File: config.mk
export PLATFORM = sky130hd
export DESIGN_NAME = vga_timing_gen
export DESIGN_NICKNAME = d
export VERILOG_FILES = /design/src/rtl/vga_timing_gen.sv
export SDC_FILE = /design/constraint.sdc
export NUM_CORES = 1
export LEC_CHECK = 0
export CORE_AREA = 3 3 89 91
export DETAILED_ROUTE_END_ITERATION = 8
export DIE_AREA = 0 0 92 94
export GPL_ROUTABILITY_DRIVEN = 0
export HOLD_SLACK_MARGIN = 0.06
export RECOVER_POWER = 100
export SETUP_SLACK_MARGIN = 0.3
export SLEW_MARGIN = 0
export SYNTH_ARGS = -nofsm -noshare
export SYNTH_HDL_FRONTEND = slang
export SYNTH_SLANG_ARGS = --single-unit
File: constraint.sdc
create_clock -name pixel_clk -period 2.25 [get_ports pixel_clk]
set_input_delay 0.45 -clock pixel_clk [delete_from_list [all_inputs] [get_ports pixel_clk]]
set_output_delay 0.45 -clock pixel_clk [all_outputs]
set_load 0.01 [all_outputs]
File: src/rtl/vga_timing_gen.sv
// vga_timing_gen: parametrised VGA sync/blank/address generator with delayed outputs.
// Define VGA_TIMING_PATTERN_EN to add the pat_r/pat_g/pat_b colour-bar outputs.
module vga_timing_gen #(
  parameter int H_ACTIVE = 640,
  parameter int H_FP = 16,
  parameter int H_SYNC = 96,
  parameter int H_BP = 48,
  parameter int V_ACTIVE = 480,
  parameter int V_FP = 10,
  parameter int V_SYNC = 2,
  parameter int V_BP = 33,
  parameter bit HS_POL = 1'b0,
  parameter bit VS_POL = 1'b0,
  parameter int CNT_W = 11,
  parameter int ADDR_W = 19,
  parameter int PIPE_DLY = 1
) (
  input  logic              pixel_clk,
  input  logic              rst,
  input  logic              en,
  output logic [CNT_W-1:0]  hcount,
  output logic [CNT_W-1:0]  vcount,
  output logic [ADDR_W-1:0] addr,
  output logic              hs,
  output logic              vs,
  output logic              blank,
  output logic              active,
  output logic              line_start,
  output logic              frame_start
`ifdef VGA_TIMING_PATTERN_EN
  ,
  output logic [3:0]        pat_r,
  output logic [3:0]        pat_g,
  output logic [3:0]        pat_b
`endif
);
  localparam int H_TOTAL = H_ACTIVE + H_FP + H_SYNC + H_BP;
  localparam int V_TOTAL = V_ACTIVE + V_FP + V_SYNC + V_BP;
  localparam logic [CNT_W-1:0] H_LAST = CNT_W'(H_TOTAL - 1);
  localparam logic [CNT_W-1:0] V_LAST = CNT_W'(V_TOTAL - 1);
  localparam logic [CNT_W-1:0] H_VIS = CNT_W'(H_ACTIVE);
  localparam logic [CNT_W-1:0] V_VIS = CNT_W'(V_ACTIVE);
  localparam logic [CNT_W-1:0] HS_BEG = CNT_W'(H_ACTIVE + H_FP);
  localparam logic [CNT_W-1:0] HS_END = CNT_W'(H_ACTIVE + H_FP + H_SYNC);
  localparam logic [CNT_W-1:0] VS_BEG = CNT_W'(V_ACTIVE + V_FP);
  localparam logic [CNT_W-1:0] VS_END = CNT_W'(V_ACTIVE + V_FP + V_SYNC);
`ifdef VGA_TIMING_PATTERN_EN
  localparam int PW = 17;
  localparam logic [CNT_W+2:0] H_ACT_W = (CNT_W+3)'(H_ACTIVE);
`else
  localparam int PW = 5;
`endif
  logic h_wrap, v_wrap, h_vis, v_vis, hs_raw, vs_raw, blank_raw;
  logic [4:0] base;
  logic [PW-1:0] raw, rst_val;
  logic [PW-1:0] pipe [PIPE_DLY];
  assign h_wrap = hcount == H_LAST;
  assign v_wrap = vcount == V_LAST;
  assign h_vis = hcount < H_VIS;
  assign v_vis = vcount < V_VIS;
  assign hs_raw = (hcount >= HS_BEG && hcount < HS_END) ? HS_POL : ~HS_POL;
  assign vs_raw = (vcount >= VS_BEG && vcount < VS_END) ? VS_POL : ~VS_POL;
  assign blank_raw = ~(h_vis & v_vis);
  assign base = {hcount == '0 && vcount == '0, hcount == '0, blank_raw, vs_raw, hs_raw};
  assign rst_val = PW'({1'b0, 1'b0, 1'b1, ~VS_POL, ~HS_POL});
`ifdef VGA_TIMING_PATTERN_EN
  logic [2:0] bar;
  assign bar = 3'({hcount, 3'b000} / H_ACT_W);
  assign raw = {blank_raw ? 12'h000 : {{4{bar[2]}}, {4{bar[1]}}, {4{bar[0]}}}, base};
  assign {pat_r, pat_g, pat_b, frame_start, line_start, blank, vs, hs} = pipe[PIPE_DLY-1];
`else
  assign raw = base;
  assign {frame_start, line_start, blank, vs, hs} = pipe[PIPE_DLY-1];
`endif
  assign active = ~blank;
  always_ff @(posedge pixel_clk) begin
    if (rst) begin
      hcount <= '0;
      vcount <= '0;
      addr <= '0;
    end else if (en) begin
      hcount <= h_wrap ? '0 : hcount + CNT_W'(1);
      vcount <= h_wrap ? (v_wrap ? '0 : vcount + CNT_W'(1)) : vcount;
      addr <= (h_wrap && v_wrap) ? '0 : (h_vis && v_vis) ? addr + ADDR_W'(1) : addr;
    end
  end
  // stage 0 captures the raw decode; later stages shift only on enabled cycles
  always_ff @(posedge pixel_clk) begin
    for (int i = 0; i < PIPE_DLY; i++)
      if (rst) pipe[i] <= rst_val;
      else if (en) pipe[i] <= (i == 0) ? raw : pipe[(i == 0) ? 0 : i - 1];
  end
endmodule
-- Yosys cells after proc, flatten, opt, wreduce, memory -nomap -nowiden
Memory sizes are Yosys's and may differ from the RTL's.
Cells that the tools add are included.
- add/sub/neg operators: 3
- reduce and logical (&&, ||, !) cells: 11
- order comparisons: 6
- multiplexer cells: 13
- equality and inequality tests: 2
- bitwise gates (word level): 3
- operators with widths (kind ; count):
    19-bit two-way mux ; 2
    11-bit by 1-bit adder with 11-bit output (second input constant) ; 2
    11-bit by 10-bit == test with 1-bit output (second input constant) ; 2
    11-bit zero test ; 2
    11-bit by 10-bit less-than comparator with 1-bit output (second input constant) ; 2
    11-bit by 9-bit less-than comparator with 1-bit output (second input constant) ; 2
    11-bit two-way mux ; 2
    19-bit by 1-bit adder with 19-bit output (second input constant) ; 1
    11-bit by 10-bit greater-or-equal comparator with 1-bit output (second input constant) ; 1
    11-bit by 9-bit greater-or-equal comparator with 1-bit output (second input constant) ; 1
    1-bit two-way mux ; 8
    1-bit logical AND ; 5
    5-bit two-way mux ; 1
    5-bit OR reduction ; 1
    2-bit AND reduction ; 2
    1-bit NOT ; 2
    2-bit nonzero test ; 1
    1-bit bitwise AND ; 1
- register bits after elaboration: 41
- word-level logic and storage cells: 42
- bits in writable memories: 5
- output and inout port bits: 47
- bits of input ports: 3
- memories: 1
- memories (name ; depth ; width ; read ports ; clocked after memory_dff ; wr ports ; line ; RTL):
    pipe ; 1 ; 5 ; 1 ; 0 ; 1 ; 56 ; logic [PW-1:0] pipe [PIPE_DLY];

-- Logic depth before layout (Yosys ltp)
- depth in word-level cells: 5
- gate-level depth with buffers: 9
- gate-level depth less buffers: 7

-- Worst setup path after synthesis
No wires, ideal clock.
- path type: reg-to-reg
- from: register hcount[0]
- to: register addr[5]
- data required time: 2175 ps
- path buffers: 0
- library setup time: 75 ps
- data arrival time: 1871 ps
- cell stages (with the launch flop): 7
- slack: 304 ps
- period minus slack after synthesis: 1946 ps
- cells stage by stage: dfxtp_1 > ha_1 > nand4_4 > nor3_4 > a21oi_2 > or4b_1 > o22ai_1
- cells in the longest elaborated chain, start to end: 4
- elaborated cells on any way between the ends: 7
- those cells by class: order compare (1); eq/ne (1); mux (1); reduce/logical (4)
- ends and longest elaborated chain (item ; line ; RTL):
    start, declared ; 21 ; output logic [CNT_W-1:0] hcount,
    start signal, assigned ; 82 ; hcount <= h_wrap ? '0 : hcount + CNT_W'(1);
    11-bit by 10-bit less-than comparator with 1-bit output / 11-bit by 10-bit == test with 1-bit output (equally long branches) ; 59, 57 ;
    1-bit logical AND ; 84 ; addr <= (h_wrap && v_wrap) ? '0 : (h_vis && v_vis) ? addr + ADDR_W'(1) : addr;
    2-bit nonzero test (no line) ; -- ;
    2-bit AND reduction (no line) ; -- ;
    end signal, assigned ; 84 ;
    end, declared ; 23 ; output logic [ADDR_W-1:0] addr,
Several ways; a longest one is shown, not always the timed one.
A chain may end at the register's enable or synchronous reset.

-- Final worst setup path
- from: input port rst
- to: memory pipe[0][4] (enable)
- cells in the longest elaborated chain, start to end: 4
- elaborated cells on any way between the ends: 6
- those cells by class: mux (5); reduce/logical (1)
- ends and longest elaborated chain (item ; line ; RTL):
    start, declared ; 19 ; input logic rst,
    1-bit two-way mux ; 90 ; if (rst) pipe[i] <= rst_val;
    1-bit two-way mux ; 91 ; else if (en) pipe[i] <= (i == 0) ? raw : pipe[(i == 0) ? 0 : i - 1];
    5-bit OR reduction (no line) ; -- ;
    1-bit two-way mux (no line) (*) ; -- ;
    end, declared ; 56 ;
Every way passes the cells marked *; elsewhere a longest branch is shown, timed or not.

==> results.md <==
- Status: complete, no violations
- Placed cells: 436
- Crit path kind: input pin to flip-flop
- Number of max-cap violations: 0
- Syn nets: 280
- Final setup violation count: 0
- Core Region: 7210 um2
- Cell row count: 31
- First-iteration detailed-routing DRC count: 96
- Drt first pass iters: 4
- Share of layout cells above drive strength 1: 12.1%
- Starting Density: 31.7%
- Post-Syn Instances: 272
- Port bufs: 49
- GRT Overall Usage: 14.1%
- Filler cell count: 745
- Slew HR: 58.5%
- Crit-path cells: dlygate4sd3_1 -> clkbuf_1 -> or2_0
- Die area: 8650 um2
- Most frequent cells in the layout: dlygate4sd3_1 (48), dfxtp_1 (38), nor2_1 (36)
- Register area share after synthesis: 42.4%
- Final core occ: 44.0%
- IO Pins: 50
- Cell Area, Synth: 2290 um2
- RSZ-0062 raised after global routing: true
- Req. time, crit path: 2210 ps
- Via density: 4.95
- Worst Tran Pin Value: 622 ps
- Die W: 92 um
- Post-synth EDFFs: 5
- Routed wire length per instance: 13.1 um
- Number of global-route vias before repair: 2071
- Total grt overflow: 0
- Root buffer cell: clkbuf_8
- Startpoint Class: input pin
- Yosys Warn Count: 0
- TNS Setup: 0 ps
- Static leakage: 0.00131 uW
- First-pass GRT wire length: 10000 um
- Tot Pwr: 1490 uW
- Slowest library cell on the worst path: dlygate4sd3_1
- Final Slew Violations: 0
- Post-route clock skew: 6.08 ps
- Final hold violations: 0
- #FFs+latches synth: 46
- CTS tree: done
- Power per standard cell area: 468 nW/um2
- Post-DP HPWL: 4370 um
- Fin crit share: 86.6%
- Antenna cell count: 0
- Achievable frequency: 0.513 GHz
- WP data arrival: 1910 ps
- CTS Buf Count: 5
- P&R area growth vs syn: 38.7%
- Die Y: 94 um
- DRC: 0
- Yosys cell types: 44
- Worst setup EP type: flip-flop
- Layout Cells excl Fill: 447
- Nets: 355
- WHS: 457 ps
- Max clock buf depth: 2
- WL final: 5880 um
- Most common cell after layout, fill and taps aside: dlygate4sd3_1
- Min cycle time layout: 1950 ps
- Initial antenna violation count: 0
- Clock Pin Slew Worst Setup and Hold Paths: 80 ps
- Post-synth ARST share: 0%
- Clk Latency, worst-skew pair: 290 ps
- Hold/Removal Path Class: flip-flop to flip-flop
- Worst vdd ir: 0.000218 V
- Post-DRT Antenna Nets: 0
- Synth Flop Type: dfxtp_1
- Pin count of the biggest net entering global routing: 16
- Average size of a mapped cell: 8.42 um2
- Routed vias: 2211
- CP Max Fanout: 15
- CTS Sinks: 46
- H-Tree Depth: 2
- Crit-path max cell delay: 550 ps
[registers in the layout, indices dropped and copies added, names as in the netlist]
register and count:
pipe 5, hcount 11, addr 19, vcount 11
[cells by family after synthesis]
group	count (synthesis)	share of synthesized area, %
muxes	2	0.874
AOI/OAI and AO/OA	49	13.0
xor gates and xnor gates	18	6.89
DFF	46	42.4
buffers and inverters	17	3.17
adders and majority gates	5	2.73
and+or+nand+nor	135	31.0
[worst paths after layout]
| kind | from | end | slack, ps | depth (start not counted) |
|---|---|---|---|---|
| setup / recovery | rst | pipe[0][4] | 300 | 3 |
| setup reg to reg | hcount[5] | addr[5] | 420 | 5 |
| hold reg to reg | addr[18] | addr[18] | 460 | 1 |
| hold / removal | addr[18] | addr[18] | 460 | 1 |
[power breakdown]
group / internal (uW) / switching [uW] / leakage [uW]
sequential: 843 / 13.6 / 0.000382
clock: 251 / 264 / 0.0000455
combinational: 54.6 / 59.9 / 0.000878
total: 1150 / 337 / 0.00131
[critical path: cells and delay by family]
family,cells,cell delay [ps]
buffers and inverters,2,1040
AND/OR/NAND/NOR,1,410
[what timing repair did]
| item | CTS | global route |
|---|---|---|
| buffers inserted | 0 | 3 |
| pin swaps | 0 | 2 |
| hold buffers | 0 | 0 |
| resized for setup | 1 | 10 |
| setup endpoints to repair | 2 | 28 |
[area by class of cell]
class / instances / area [um2] / share of cell area, %
Clock buffer: 8 / 90.1 / 2.84
Inverter: 9 / 33.8 / 1.06
Multi-Input combinational cell: 209 / 1260 / 39.7
Sequential cell: 46 / 975 / 30.7
Tap cell: 99 / 124 / 3.90
Timing Repair Buffer: 76 / 693 / 21.8
[per-stage QoR]
step                worst slack, ps  cell area (um2)
global route                    173             3180
CTS                             289             3150
finish                          301             3180
global placement               39.8             3060
detailed placement             16.1             3060
floorplan                       304             2290
[cells in the mapped netlist, types with 2 or more instances]
cell type	count	area [um2]
nand2_1	27	101
o22ai_1	2	12.5
xor2_1	13	114
nand4_1	14	87.6
a21oi_1	16	80.1
edfxtp_1	5	150
o31ai_1	3	22.5
or2_2	2	12.5
and4_1	3	26.3
nor3_1	10	50.1
nand3_1	12	60.1
and2_1	2	12.5
and3_1	4	25.0
nor2_1	36	135
clkbuf_1	6	22.5
mux2i_1	2	20.0
xnor2_1	5	43.8
a31oi_1	5	31.3
o21ai_0	12	60.1
a21o_2	2	17.5
ha_1	5	62.6
inv_1	9	33.8
nor3b_1	2	15.0
nand2b_1	4	25.0
a211oi_1	3	22.5
or3_1	4	25.0
dfxtp_1	41	821
nor4_1	6	37.5
nor2b_1	2	12.5
[per-layer routing]
| metal | GRT usage (%) | wire, um | vias up |
|---|---|---|---|
| met3 | 2.88 | 260 | 2 |
| met2 | 23.4 | 2770 | 47 |
| li1 | - | - | 1133 |
| met5 | 0 | 0 | - |
| met1 | 19.1 | 2810 | 1029 |
| met4 | 2.60 | 34 | 0 |
(Power assumes the default switching activity.)
